===== config.mk =====
export PLATFORM = sky130hd
export DESIGN_NAME = arithmetic_circuit_4bit
export DESIGN_NICKNAME = d
export VERILOG_FILES = /design/src/rtl/arithmetic_circuit_4bit.sv
export SDC_FILE = /design/constraint.sdc
export NUM_CORES = 1
export LEC_CHECK = 0
export ABC_AREA = 1
export CAP_MARGIN = 20
export CORE_AREA = 2 2 39 41
export CTS_BUF_LIST = sky130_fd_sc_hd__clkbuf_16
export DETAILED_ROUTE_END_ITERATION = 10
export DIE_AREA = 0 0 41 43
export GPL_TIMING_DRIVEN = 0
export PLACE_DENSITY_LB_ADDON = 0.12
export SETUP_SLACK_MARGIN = 0.2
export SLEW_MARGIN = 20
export SYNTH_ARGS = -nofsm -noshare
export SYNTH_HDL_FRONTEND = slang
export SYNTH_SLANG_ARGS = --single-unit

===== constraint.sdc =====
create_clock -name clk -period 0.8 [get_ports clk]
set_input_delay 0.08 -clock clk [delete_from_list [all_inputs] [get_ports clk]]
set_output_delay 0.08 -clock clk [all_outputs]
set_load 0.01 [all_outputs]

===== src/rtl/arithmetic_circuit_4bit.sv =====
// arithmetic_circuit_4bit
// Registered 4-function arithmetic unit: D/Cout = A + Y + Cin, where Y is
// chosen from B, ~B, all zeros or all ones by {S1,S0}. One-cycle latency,
// results held between captures. The adder is an explicit ripple-carry chain
// of full adders.
// Optional build macro ARITHMETIC_CIRCUIT_FLAGS_EN adds registered zero and
// two's-complement overflow flags; without it those ports do not exist.

module arithmetic_circuit_4bit #(
    parameter int WIDTH = 4
) (
    input  logic             clk,
    input  logic             rst_n,
    input  logic             en,
    input  logic [WIDTH-1:0] A,
    input  logic [WIDTH-1:0] B,
    input  logic             Cin,
    input  logic             S0,
    input  logic             S1,
    output logic [WIDTH-1:0] D,
    output logic             Cout,
    output logic             out_valid
`ifdef ARITHMETIC_CIRCUIT_FLAGS_EN
    ,
    output logic             zero,
    output logic             ovf
`endif
);

    // One-bit full adder: returns {carry_out, sum}
    function automatic logic [1:0] full_add(input logic a, input logic b, input logic ci);
        logic p;
        p = a ^ b;
        return {(a & b) | (ci & p), p ^ ci};
    endfunction

    logic [WIDTH-1:0] y_p0;
    logic [WIDTH-1:0] sum_p0;
    logic [WIDTH:0]   carry_p0;

    // B-side operand selection
    always_comb begin
        y_p0 = B;
        unique case ({S1, S0})
            2'b00:   y_p0 = B;
            2'b01:   y_p0 = ~B;
            2'b10:   y_p0 = '0;
            default: y_p0 = '1;
        endcase
    end

    // Ripple-carry chain: carry[0] is Cin, carry[WIDTH] becomes Cout
    assign carry_p0[0] = Cin;

    for (genvar i = 0; i < WIDTH; i++) begin : g_ripple
        assign {carry_p0[i+1], sum_p0[i]} = full_add(A[i], y_p0[i], carry_p0[i]);
    end

    // ---- stage boundary p0 -> p1: result register ----
    logic [WIDTH-1:0] d_p1;
    logic             cout_p1;
    logic             vld_p1;

    // Capture the sum on en, otherwise hold; valid pulses the cycle after a capture
    always_ff @(posedge clk or negedge rst_n) begin
        if (!rst_n) begin
            d_p1    <= '0;
            cout_p1 <= 1'b0;
            vld_p1  <= 1'b0;
        end else begin
            vld_p1 <= en;
            if (en) begin
                d_p1    <= sum_p0;
                cout_p1 <= carry_p0[WIDTH];
            end
        end
    end

    assign D         = d_p1;
    assign Cout      = cout_p1;
    assign out_valid = vld_p1;

`ifdef ARITHMETIC_CIRCUIT_FLAGS_EN
    logic zero_p0;
    logic ovf_p0;
    logic zero_p1;
    logic ovf_p1;

    // Overflow: carry into the MSB differs from carry out of the MSB
    assign zero_p0 = (sum_p0 == '0);
    assign ovf_p0  = carry_p0[WIDTH] ^ carry_p0[WIDTH-1];

    // Flags are captured together with D so they always describe the held result
    always_ff @(posedge clk or negedge rst_n) begin
        if (!rst_n) begin
            zero_p1 <= 1'b0;
            ovf_p1  <= 1'b0;
        end else if (en) begin
            zero_p1 <= zero_p0;
            ovf_p1  <= ovf_p0;
        end
    end

    assign zero = zero_p1;
    assign ovf  = ovf_p1;
`endif

endmodule


==> flow_summary.yaml <==
floorplan:
  core-area_um2: 1384
  ios: 20
  die_width_um: 41
  row_count: 14
  die_height_um: 43
  die_area_um2: 1763
  start_util: 0.2758
clock_tree:
  clkTransAtPathRegs_ps: 30
  root_buffer: "clkbuf_16"
  cts_max_level: 1
  cts_sinks: 6
  insertion_delay_ps: 220
  cts_buffers: 3
  cts_tree: "built"
  cts_buffer_depth: 2
  holdBufCountCts: 0
setup_path:
  startpoint: "B[0]"
  regToRegSetupSlack_ps: 70
  cp-start-kind: "input port"
  worstPathMaxFanout: 2
  critPathRequiredTime_ps: 910
  r2r-start: "D[2]"
  reg2regPathDepth: 3
  r2r-end: "D[2]"
  path_class: "in2reg"
  crit_end: "D[3]"
  critPathCaptureType: "flop"
  arrival_ps: 1900
sta:
  finalCritPeriodShare: 2.235
  hold_viol_final: 0
  maxSlewHeadroom: 0.8224
  rsz0062_at_grt: "true"
  finalSetupTns_ps: -2830
  setup_viol: 7
  fin_crit_ps: 1788
  drv_slew: 0
  skew_ps: 0
  max_freq_mhz: 559.4
  worst_slack_ps: -987.8
  tightest_slew_ps: 265.5
logic_synthesis:
  yosysWarnings: 0
  synth_compound_area_frac: 0.02623
  synth_xor_area_frac: 0
  synth_most_common_cell: "nand2_1"
  syn_inst: 45
  synth_edf_count: 0
  muxShareOfSynthArea: 0
  yosys.area_share.simple: 0.3016
  synthAdderAreaFrac: 0.2098
  synth_top_family_by_area: "simple AND/OR/NAND/NOR gates"
  synth_cell_types: 9
  ys_seq_area_frac: 0.3934
  synth.largest_area_cell: "dfrtp_1"
  yosys-top-cells-count: "nand2_1, inv_1, dfrtp_1, fa_1, nand3_1"
  ys.flop_type: "dfrtp_1"
  synth_seq_cells: 6
  syn_area_um2: 381.6
  avgSynthCellArea_um2: 8.480
  synth_area_leaders: "dfrtp_1, fa_1, nand2_1, inv_1, nand3_1"
  async_reset_ff_frac: 1.000
  synth_top_area_frac: 0.3934
  synth_fp_nets: 63
power_and_ir_drop:
  internal_power_w: 0.001238
  pwr-share-seq: 0.237
  p_leak_nw: 0.3880
  p_sw_w: 0.0003588
  p_total_w: 0.001596
  combPwrFrac: 0.265
  pwr_density_cell_nw_per_um2: 2116
  p_sw_frac: 0.2248
  max-vdd-ir-drop_mv: 0.8959
  clkPwrFrac: 0.498
route:
  vias_per_cell: 4.315
  drt_iter0_markers: 0
  wl_um: 844
  antenna_left: 0
  route.detailed.drc: 0
  vias: 397
  dr.pass1.iters: 1
  routedWlPerCell_um: 9.174
global_route:
  grt_pass1_vias: 317
  antenna_found_initial: 0
  grt_max_degree: 8
  grt_pass1_wl_um: 1110
  grt_overflow: 0
  grt_util_all_layers: 0.1011
placement:
  post_dp_cell_area_um2: 604.3
  pre_cts_slack_ps: -1764
  gp_congestion: 0.5883
  port_buffers: 19
  dp_hpwl_um: 624.1
cells_and_area:
  final_core_util: 0.5452
  fillCellCount: 141
  fin_area_um2: 754.5
  area_growth_pct: 97.71
  nNetsFinal: 96
  layout-drive-gt1-share: 0.4211
  antenna_cells: 0
run_status:
  violations: "setup timing"
  status: "finished, violations left"
flow_run:
  maxCapViolations: 0
hold_path:
  worstHoldPathType: "in2async"
-- worst min path at each step --
stage / from / end / slack, ps
floorplan: rst_n / Cout / -220
global placement: rst_n / Cout / 330
detailed placement: rst_n / Cout / 330
CTS: rst_n / D[3] / 100
global route: rst_n / D[3] / 110
finish: rst_n / D[3] / 90
-- critical path, cell delays in order --
cell and delay (ps):
buf_6 90, nand3b_1 160, nand3_2 90, fa_2 190, inv_2 40, fa_2 330, fa_2 340, inv_2 60
fa_1 400, nand2_1 70, nand2_1 50
-- power by group through the flow --
| stage | combinational (W) | sequential, W | clock [W] |
|---|---|---|---|
| detailed placement | 0.000362 | 0.000388 | 0 |
| global placement | 0.000357 | 0.000387 | 0 |
| floorplan | 0.000125 | 0.000412 | 0 |
| CTS | 0.000389 | 0.000378 | 0.000810 |
| finish | 0.000423 | 0.000379 | 0.000795 |
| global route | 0.000470 | 0.000386 | 0.000818 |
-- state kept, by name (all words and copies together), names as in the netlist --
| register | count |
|---|---|
| Cout | 1 |
| D | 4 |
| out_valid | 1 |
-- timing repair --
item,4_1_cts,5_1_grt
pin swaps,12,8
buffers inserted,7,2
resized for setup,47,7
endpoints found under the setup margin,11,11
-- logic make-up (layout without fill, tap and decap cells) --
| logic type | Yosys count | in the layout |
|---|---|---|
| adders and majority gates | 4 | 4 |
| buffers and inverters | 7 | 38 |
| and+or+nand+nor | 26 | 26 |
| DFF | 6 | 6 |
| AOI/OAI and AO/OA | 2 | 2 |
-- final cells by class --
cell class / count / area [um2] / area share
inverters: 7 / 28.78 / 0.03814
clock buffers: 3 / 75.07 / 0.09950
well taps: 16 / 20.02 / 0.02653
flip-flops and latches: 6 / 150.1 / 0.1990
repair buffers: 28 / 241.5 / 0.3201
multi-input cells: 32 / 239.0 / 0.3167
-- cell usage in the layout (no fill, tap or decap), drive strengths merged, types with 3 or more instances in the layout --
cell / Yosys / final
nand2: 17 / 17
clkdlybuf4s50: 0 / 7
inv: 7 / 7
nand3: 4 / 4
buf: 0 / 18
clkbuf: 0 / 3
fa: 4 / 4
dlygate4sd2: 0 / 3
dfrtp: 6 / 6
-- stage by stage --
| step | cells | hold slack, ps |
|---|---|---|
| floorplan | 45 | -215.6 |
| global placement | 80 | 334.0 |
| detailed placement | 80 | 330.7 |
| CTS | 90 | 100.5 |
| global route | 92 | 107.2 |
| finish | 92 | 94.58 |
-- routing by layer --
| layer | routed length, um | global-route usage | vias up |
|---|---|---|---|
| met5 | 0 | 0 | - |
| met4 | 14 | 0.1200 | 0 |
| met3 | 57 | 0.01571 | 2 |
| met2 | 502 | 0.1813 | 15 |
| met1 | 269 | 0.06908 | 179 |
| li1 | - | - | 201 |
(Power assumes the default switching activity.)
